--- src/rtl/pipe_skid_stage_pkg.sv ---
// rtl/pipe_skid_stage_pkg.sv - shared constants and types for the skid pipeline stage
//
// Contents:
//   OCC_W               width of the occupancy count (0..2)
//   DEFAULT_RESET_VALUE datapath reset/flush value used when none is given
//   pipe_state_e        stage state, encoded as {main_v, skid_v}
package pipe_skid_stage_pkg;

   localparam int OCC_W = 2;

   localparam logic [31:0] DEFAULT_RESET_VALUE = 32'h0000_0000;

   // Bit 1 is the main entry valid flag, bit 0 the skid entry valid flag.
   // 2'b01 (skid without main) is deliberately not a member.
   typedef enum logic [1:0] {
      ST_EMPTY = 2'b00,
      ST_ONE   = 2'b10,
      ST_FULL  = 2'b11
   } pipe_state_e;

endpackage

--- src/rtl/pipe_entry_reg.sv ---
// rtl/pipe_entry_reg.sv - one payload register with load and synchronous clear
//
// Ports:
//   clk    clock
//   reset  asynchronous active-high reset, q <= RESET_VALUE
//   load   capture d on the next edge
//   clear  load RESET_VALUE on the next edge (wins over load)
//   d      payload input
//   q      registered payload
module pipe_entry_reg
   import pipe_skid_stage_pkg::*;
#(
   parameter int               WIDTH       = 32,
   parameter logic [WIDTH-1:0] RESET_VALUE = WIDTH'(DEFAULT_RESET_VALUE)
) (
   input  logic             clk,
   input  logic             reset,
   input  logic             load,
   input  logic             clear,
   input  logic [WIDTH-1:0] d,
   output logic [WIDTH-1:0] q
);

   always_ff @(posedge clk or posedge reset) begin
      if (reset) begin
         q <= RESET_VALUE;
      end else if (clear) begin
         q <= RESET_VALUE;
      end else if (load) begin
         q <= d;
      end
   end

endmodule

--- src/rtl/pipe_skid_stage.sv ---
// rtl/pipe_skid_stage.sv - valid/ready pipeline stage with optional skid entry
//
// Ports:
//   clk        clock
//   reset      asynchronous active-high reset
//   flush      synchronous kill of all held entries
//   in_valid   upstream has data
//   in_ready   stage accepts data this cycle
//   in_data    upstream payload
//   out_valid  out_data is valid
//   out_ready  downstream accepts
//   out_data   payload of the head entry
//   occupancy  number of valid entries
module pipe_skid_stage
   import pipe_skid_stage_pkg::*;
#(
   parameter int               WIDTH       = 32,
   parameter logic [WIDTH-1:0] RESET_VALUE = WIDTH'(DEFAULT_RESET_VALUE),
   parameter int               SKID        = 1
) (
   input  logic             clk,
   input  logic             reset,
   input  logic             flush,
   input  logic             in_valid,
   output logic             in_ready,
   input  logic [WIDTH-1:0] in_data,
   output logic             out_valid,
   input  logic             out_ready,
   output logic [WIDTH-1:0] out_data,
   output logic [OCC_W-1:0] occupancy
);

   pipe_state_e      state_q;
   pipe_state_e      state_d;
   logic             main_v;
   logic             skid_v;
   logic             in_fire;
   logic             out_fire;
   logic             main_load;
   logic             main_from_skid;
   logic             skid_load;
   logic [WIDTH-1:0] main_d;
   logic [WIDTH-1:0] main_q;
   logic [WIDTH-1:0] skid_q;

   assign main_v = state_q[1];
   assign skid_v = state_q[0];

   // With the skid entry, in_ready depends only on a flop, so a stall
   // never propagates combinationally upstream. Without it, a full main
   // entry can still accept when it is being drained in the same cycle.
   generate
      if (SKID != 0) begin : g_ready_reg
         assign in_ready = ~skid_v;
      end else begin : g_ready_comb
         assign in_ready = ~main_v | out_ready;
      end
   endgenerate

   assign in_fire   = in_valid & in_ready;
   assign out_fire  = main_v & out_ready;
   assign out_valid = main_v;
   assign out_data  = main_q;
   assign occupancy = {1'b0, main_v} + {1'b0, skid_v};

   always_ff @(posedge clk or posedge reset) begin
      if (reset) begin
         state_q <= ST_EMPTY;
      end else begin
         state_q <= state_d;
      end
   end

   always_comb begin
      state_d        = state_q;
      main_load      = 1'b0;
      main_from_skid = 1'b0;
      skid_load      = 1'b0;
      if (flush) begin
         state_d = ST_EMPTY;
      end else begin
         case (state_q)
            ST_EMPTY: begin
               if (in_fire) begin
                  state_d   = ST_ONE;
                  main_load = 1'b1;
               end
            end
            ST_ONE: begin
               if (in_fire && out_fire) begin
                  main_load = 1'b1;
               end else if (in_fire) begin
                  // Only reachable with the skid entry present; the
                  // single-entry build accepts here only while draining.
                  if (SKID != 0) begin
                     state_d   = ST_FULL;
                     skid_load = 1'b1;
                  end else begin
                     main_load = 1'b1;
                  end
               end else if (out_fire) begin
                  state_d = ST_EMPTY;
               end
            end
            ST_FULL: begin
               if (out_fire) begin
                  state_d        = ST_ONE;
                  main_load      = 1'b1;
                  main_from_skid = 1'b1;
               end
            end
            default: begin
               state_d = ST_EMPTY;
            end
         endcase
      end
   end

   assign main_d = main_from_skid ? skid_q : in_data;

   pipe_entry_reg #(
      .WIDTH       (WIDTH),
      .RESET_VALUE (RESET_VALUE)
   ) u_main (
      .clk   (clk),
      .reset (reset),
      .load  (main_load),
      .clear (flush),
      .d     (main_d),
      .q     (main_q)
   );

   generate
      if (SKID != 0) begin : g_skid
         pipe_entry_reg #(
            .WIDTH       (WIDTH),
            .RESET_VALUE (RESET_VALUE)
         ) u_skid (
            .clk   (clk),
            .reset (reset),
            .load  (skid_load),
            .clear (flush),
            .d     (in_data),
            .q     (skid_q)
         );
      end else begin : g_no_skid
         assign skid_q = RESET_VALUE;
      end
   endgenerate

   // A skid word without a main word would break FIFO order.
   a_no_orphan_skid : assert property (@(posedge clk) disable iff (reset) !(skid_v && !main_v));

endmodule

--- config.mk ---
export PLATFORM = sky130hd
export DESIGN_NAME = pipe_skid_stage
export DESIGN_NICKNAME = d
export VERILOG_FILES = /design/src/rtl/pipe_skid_stage_pkg.sv /design/src/rtl/pipe_entry_reg.sv /design/src/rtl/pipe_skid_stage.sv
export SDC_FILE = /design/constraint.sdc
export NUM_CORES = 1
export LEC_CHECK = 0
export BUFFER_PORTS_ARGS = -buffer_cell sky130_fd_sc_hd__buf_2
export CAP_MARGIN = 0
export CORE_MARGIN = 2
export CORE_UTILIZATION = 53
export DETAILED_ROUTE_END_ITERATION = 16
export GPL_TIMING_DRIVEN = 0
export PLACE_DENSITY = 0.79
export SKIP_LAST_GASP = 1
export SYNTH_ARGS = -nofsm -noshare
export SYNTH_HDL_FRONTEND = slang
export SYNTH_SLANG_ARGS = --single-unit
export TNS_END_PERCENT = 50
--- constraint.sdc ---
create_clock -name clk -period 2.3 [get_ports clk]
set_input_delay 0.345 -clock clk [delete_from_list [all_inputs] [get_ports clk]]
set_output_delay 0.345 -clock clk [all_outputs]
set_load 0.03 [all_outputs]
; ---- Word-level counts from Yosys, hierarchy flattened
; Index checks and enable logic that the tools add are counted.
[classes]
add_sub_neg = 1
n_eq_ne = 6
muxes = 22
n_bitwise = 3
n_reduce_logical = 5
[ops]
columns = cell, n
row1 = $mux 32, 5
row2 = $mux 2, 6
row3 = $mux 1, 9
row4 = $ne 3x3->1 const B, 3
row5 = $pmux 2 s3, 1
row6 = $eq 2x2->1 const B, 2
row7 = $ne 4x4->1 const B, 1
row8 = $reduce_and 4->1, 1
row9 = $reduce_bool 2->1, 2
row10 = $pmux 1 s3, 1
row11 = $add 1x1->2, 1
row12 = $and 1x1->1, 2
row13 = $logic_not 2->1, 1
row14 = $logic_and 1x1->1, 1
row15 = $not 1->1, 1
[totals]
register_bits = 66
output_inout_bits = 36
elab_cells = 40

; ---- Longest topological paths before layout
[depth]
ltp_word = 8
depth_mapped = 8
depth_no_buf = 6

; ---- Hierarchy
; Synthesis repeated with hierarchy kept, for this count alone.
[hier_totals]
hier_cells = 270
area_unflattened_um2 = 3263.1
[by_module_without_submodules]
columns = mod, n_inst, cells_each, area_each_um2, seq_area_each_um2
row1 = pipe_entry_reg, 2, 104, 1327.5, 800.8
row2 = pipe_skid_stage, 1, 62, 608.1, 50.0

; ---- Least setup slack after synthesis
; Ideal clock, no wire load.
[synth_path]
path_kind = reg2reg
from = register state_q[1]
to = register u_main.q[14]
setup_time_ns = 0.089
t_arrival_ns = 2.220
required_time_ns = 2.211
slack_ns = -0.008
stages_incl_launch_ff = 9
path_cell_list = dfrtp_1 clkbuf_1 inv_1 ha_1 or3b_1 o22ai_4 buf_2 nor2_1 a211oi_2
[synth_between]
elab_chain_cells = 7
[synth_lines]
columns = item, line_no
row1 = "start, declared", pipe_skid_stage.sv:33  ; pipe_state_e state_q;
row2 = "start signal, assigned", pipe_skid_stage.sv:70  ; state_q <= state_d;
row3 = $and 1x1->1, pipe_skid_stage.sv:61  ; assign out_fire = main_v & out_ready;
row4 = $mux 1, pipe_skid_stage.sv:106  ; if (out_fire) begin
row5 = $mux 1, pipe_skid_stage.sv:82  ; case (state_q)
row6 = $mux 1, pipe_skid_stage.sv:79  ; if (flush) begin
row7 = $mux 32, pipe_skid_stage.sv:119  ; assign main_d = main_from_skid ? skid_q : in_data;
row8 = $mux 32, pipe_entry_reg.sv:29  ; end else if (load) begin
row9 = $mux 32, pipe_entry_reg.sv:27  ; end else if (clear) begin
row10 = "end signal, assigned", pipe_entry_reg.sv:26  ; q <= RESET_VALUE;
row11 = "end signal, assigned", pipe_entry_reg.sv:28  ; q <= RESET_VALUE;
row12 = "end signal, assigned", pipe_entry_reg.sv:30  ; q <= d;
row13 = "end, declared", pipe_entry_reg.sv:21  ; output logic [WIDTH-1:0] q
; Several ways; a longest one is shown, not always the timed one. The select of a mux whose other input is x is not followed.
; A chain may end at the register's enable or synchronous reset.

; ---- Worst setup path in the final report
[layout_path]
from = register state_q[0]
to = register g_skid.u_skid.q[27]
[layout_between]
elab_chain_cells = 7
[layout_lines]
columns = item, line_no
row1 = $not 1->1, pipe_skid_stage.sv:54  ; assign in_ready = ~skid_v;
row2 = $and 1x1->1, pipe_skid_stage.sv:60  ; assign in_fire = in_valid & in_ready;
row3 = $mux 1 / $logic_and 1x1->1 (equally long branches), "pipe_skid_stage.sv:92, pipe_skid_stage.sv:90"
row4 = $mux 1, pipe_skid_stage.sv:90  ; if (in_fire && out_fire) begin
row5 = $mux 1 (*), pipe_skid_stage.sv:82
row6 = $mux 1 (*), pipe_skid_stage.sv:79
row7 = $reduce_bool 2->1 (no line) (*), --
row8 = "end signal, assigned", pipe_entry_reg.sv:26
row9 = "end signal, assigned", pipe_entry_reg.sv:28
row10 = "end signal, assigned", pipe_entry_reg.sv:30
row11 = "end, declared", pipe_entry_reg.sv:21
; Every way passes the cells marked *; elsewhere a longest branch is shown, timed or not.

==> impl_summary.log <==
[metrics] status: finished clean
[metrics] Core Area: 5570 sq um
[metrics] flop-to-flop setup slack: 120 ps
[metrics] final weighted congestion in routability-driven placement: 0.767
[metrics] Met1 Wirelength: 3.13 mm
[metrics] register bit count reported by yosys: 66
[metrics] total of warnings raised by yosys: 0
[metrics] routed vias/inst: 5.34
[metrics] WP data required: 2560 ps
[metrics] Synth-to-Final Area Change: 21.1%
[metrics] distinct cell type count of the synthesized netlist: 25
[metrics] buffer levels on the longest clock path: 2
[metrics] worst-skew pair later-pin latency: 340 ps
[metrics] length of routed met3 wiring: 409 um
[metrics] H-tree depth: 3
[metrics] first-pass GRT wire length: 12.1 mm
[metrics] fraction of final layout cells sized beyond drive strength 1: 28.5%
[metrics] number of buffers inserted by port buffering: 72
[metrics] type of the worst setup path: reg -> reg
[metrics] clock root buffer: clkbuf_8
[metrics] post-layout minimum cycle time: 2180 ps
[metrics] grt ovf: 0
[metrics] die span in y: 80.4 um
[metrics] P_leak: 1.98 nW
[metrics] Num CTS Buffers: 9
[metrics] starting DRC count in detailed routing: 199
[metrics] initial antenna violation count: 0
[metrics] Min-Delay Path Class: in -> async
[metrics] max_slew headroom: 51.0%
[metrics] average cell area after synthesis: 10.1 sq um
[metrics] Core Rows: 27
[metrics] library cell occupying the most area in the post-synthesis netlist: dfrtp_1
[metrics] die width: 80.4 um
[metrics] number of max-slew violations in the final report: 0
[metrics] post-DR wirelength/cell: 15.1 um
[metrics] largest vdd supply drop: 513 uV
[metrics] number of nets in the layout: 433
[metrics] pin count of the biggest net entering global routing: 38
[metrics] part of the Yosys area used for sequential elements: 53.4%
[metrics] core occupancy in the finished layout: 67.1%
[metrics] synthesized netlist net count: 348
[metrics] fraction of synthesized cell area taken by the top area cell type: 53.4%
[metrics] drt drc: 0
[metrics] clock input transition at the sequential cells of the worst setup and hold paths: 70 ps
[metrics] most area-consuming cells after synthesis: dfrtp_1 53%, mux2i_1 11%, nand2_1 7.9%
[metrics] Final Skew: 6.24 ps
[metrics] total I/O pin count: 73
[metrics] antenna diode count: 0
[metrics] RSZ-0062 raised after global routing: true
[metrics] Slew @ Worst Pin: 735 ps
[metrics] Max Fclk: 459 MHz
[metrics] Die ar.: 6460 sq um
[metrics] met2 routed WL: 3.45 mm
[metrics] remaining antenna violation count: 0
[metrics] Critical Path Source Type: register
[metrics] capturing element type of the critical path: register
[metrics] total count of hold-check failures in the final report: 0
[metrics] number of standard cells after synthesis: 307
[metrics] number of global-route vias before repair: 2,541
[metrics] GRT Total Usage: 24.5%
[metrics] Final Total Pwr: 3.87 mW
[metrics] clk sink count: 66
[metrics] worst path arrival time: 2440 ps
[metrics] starting utilization of the core area: 55.4%
[metrics] count of maximum capacitance violations: 0
[metrics] pwr dens: 1040 nW/um^2
[metrics] Setup-failing EPs final: 0
[metrics] period utilisation layout: 94.6%
[metrics] wire length reported by the detailed router: 7.09 mm
[metrics] maximum fanout encountered on the critical timing path: 10
[metrics] via count: 2,504
[metrics] highest layer used for signal routing: met4
[metrics] HPWL after detailed placement: 4.99 mm
[metrics] cell area after synthesis: 3090 sq um
[metrics] Pre-Repair DR Iteration Count: 4
[metrics] TritonCTS clock tree: yes
==> registers in the layout (all words and copies together), names as in the netlist <==
| name | cells |
|---|---|
| g_skid.u_skid.q | 32 |
| u_main.q | 32 |
| state_q | 2 |
==> cells in the mapped netlist <==
library cell and instances:
dfrtp_1 66, nand2_1 65, nor2_1 34, a21oi_1 33
mux2i_1 33, a211oi_1 22, clkbuf_1 13, a211oi_2 10
buf_2 7, ha_1 4, inv_1 3, nand2b_1 3
buf_4 2, a211o_1 1, a21o_1 1, a221oi_1 1
a31oi_1 1, buf_1 1, mux2_2 1, nand3_1 1
nand3_2 1, nand3b_1 1, nor3_1 1, o22ai_4 1
or3b_1 1
==> critical path: stages, from the launching register on <==
cell and delay (ps):
dfrtp_1 430, inv_1 140, ha_1 250, nand3b_1 170, a21oi_1 400, buf_1 450, nand2_1 110, a21oi_1 150
==> cell families after synthesis <==
family                     Yosys count  share of synthesized area, %
AOI/OAI and AO/OA                   70                          16.4
adders and majority gates            4                          1.62
buffers and inverters               26                          3.68
DFF                                 66                          53.4
muxes                               34                          11.1
and+or+nand+nor                    107                          13.8
==> cell type report <==
| class | count | area, sq um |
|---|---|---|
| clock buffer | 13 | 149 |
| timing repair buffer | 75 | 395 |
| tap | 72 | 90.1 |
| buffer | 22 | 103 |
| multi-input combinational | 215 | 1330 |
| sequential | 66 | 1650 |
| inverter | 3 | 11.3 |
| clock inverter | 3 | 15.0 |
| fill | 474 | 1830 |
==> layout by cell type (no fill, tap or decap) <==
cell type | netlist | routed
buf_2 | 7 | 78
nand2_1 | 65 | 65
dfrtp_1 | 66 | 65
nor2_1 | 34 | 34
mux2i_1 | 33 | 33
a21oi_1 | 33 | 33
a211oi_1 | 22 | 22
clkbuf_1 | 13 | 13
a211oi_2 | 10 | 10
clkbuf_8 | 0 | 10
buf_4 | 2 | 5
ha_1 | 4 | 4
nand2b_1 | 3 | 3
clkinv_2 | 0 | 3
buf_1 | 1 | 2
inv_1 | 3 | 2
nand3_2 | 1 | 1
or3b_1 | 1 | 1
a31oi_1 | 1 | 1
o22ai_4 | 1 | 1
nand3b_1 | 1 | 1
nor3_1 | 1 | 1
a21o_1 | 1 | 1
nand3_1 | 1 | 1
a221oi_1 | 1 | 1
mux2_2 | 1 | 1
clkbuf_2 | 0 | 1
inv_2 | 0 | 1
a211o_1 | 1 | 1
buf_12 | 0 | 1
dfrtp_2 | 0 | 1
==> report_power, final <==
group | switching (mW) | internal, mW | leakage, nW
clock network | 0.426 | 0.416 | 0.0872
logic | 0.998 | 0.484 | 1.00
registers | 0.145 | 1.40 | 0.887
total | 1.57 | 2.30 | 1.98
==> metal layers <==
metal / track usage, % / vias to the layer above
li1: - / 1220
met1: 31.8 / 1206
met2: 39.2 / 69
met3: 6.85 / 9
met4: 9.32 / 0
met5: 0 / -
==> stage by stage <==
| step | hold slack (ps) | setup slack, ps | setup TNS [ps] | std cells | instance area [sq um] |
|---|---|---|---|---|---|
| 5_1_grt | 143 | -65.1 | -669 | 469 | 3740 |
| 3_3_place_gp | 509 | -662 | -31110 | 451 | 3540 |
| 6_report | 84.2 | 123 | 0 | 469 | 3740 |
| 2_1_floorplan | 476 | 77.6 | 0 | 307 | 3090 |
| 3_5_place_dp | 474 | -164 | -2860 | 452 | 3560 |
| 4_1_cts | 97.4 | 94.4 | 0 | 467 | 3720 |
==> worst paths after layout <==
kind | depth (start not counted) | end | startpoint
max | 7 | g_skid.u_skid.q[27] | state_q[0]
min | 2 | u_main.q[11] | reset
max reg2reg | 7 | g_skid.u_skid.q[27] | state_q[0]
min reg2reg | 2 | g_skid.u_skid.q[23] | g_skid.u_skid.q[23]
max in group asynchronous | 3 | state_q[1] | reset
min in group clk | 3 | g_skid.u_skid.q[19] | in_data[19]
==> what timing repair did <==
item,4_1_cts,5_1_grt
endpoints found under the setup margin,30,35
hold buffers,0,0
buffers inserted,0,2
gates resized for setup,1,3
pin swaps,0,1
No activity file was read; power rests on OpenSTA's default activity.
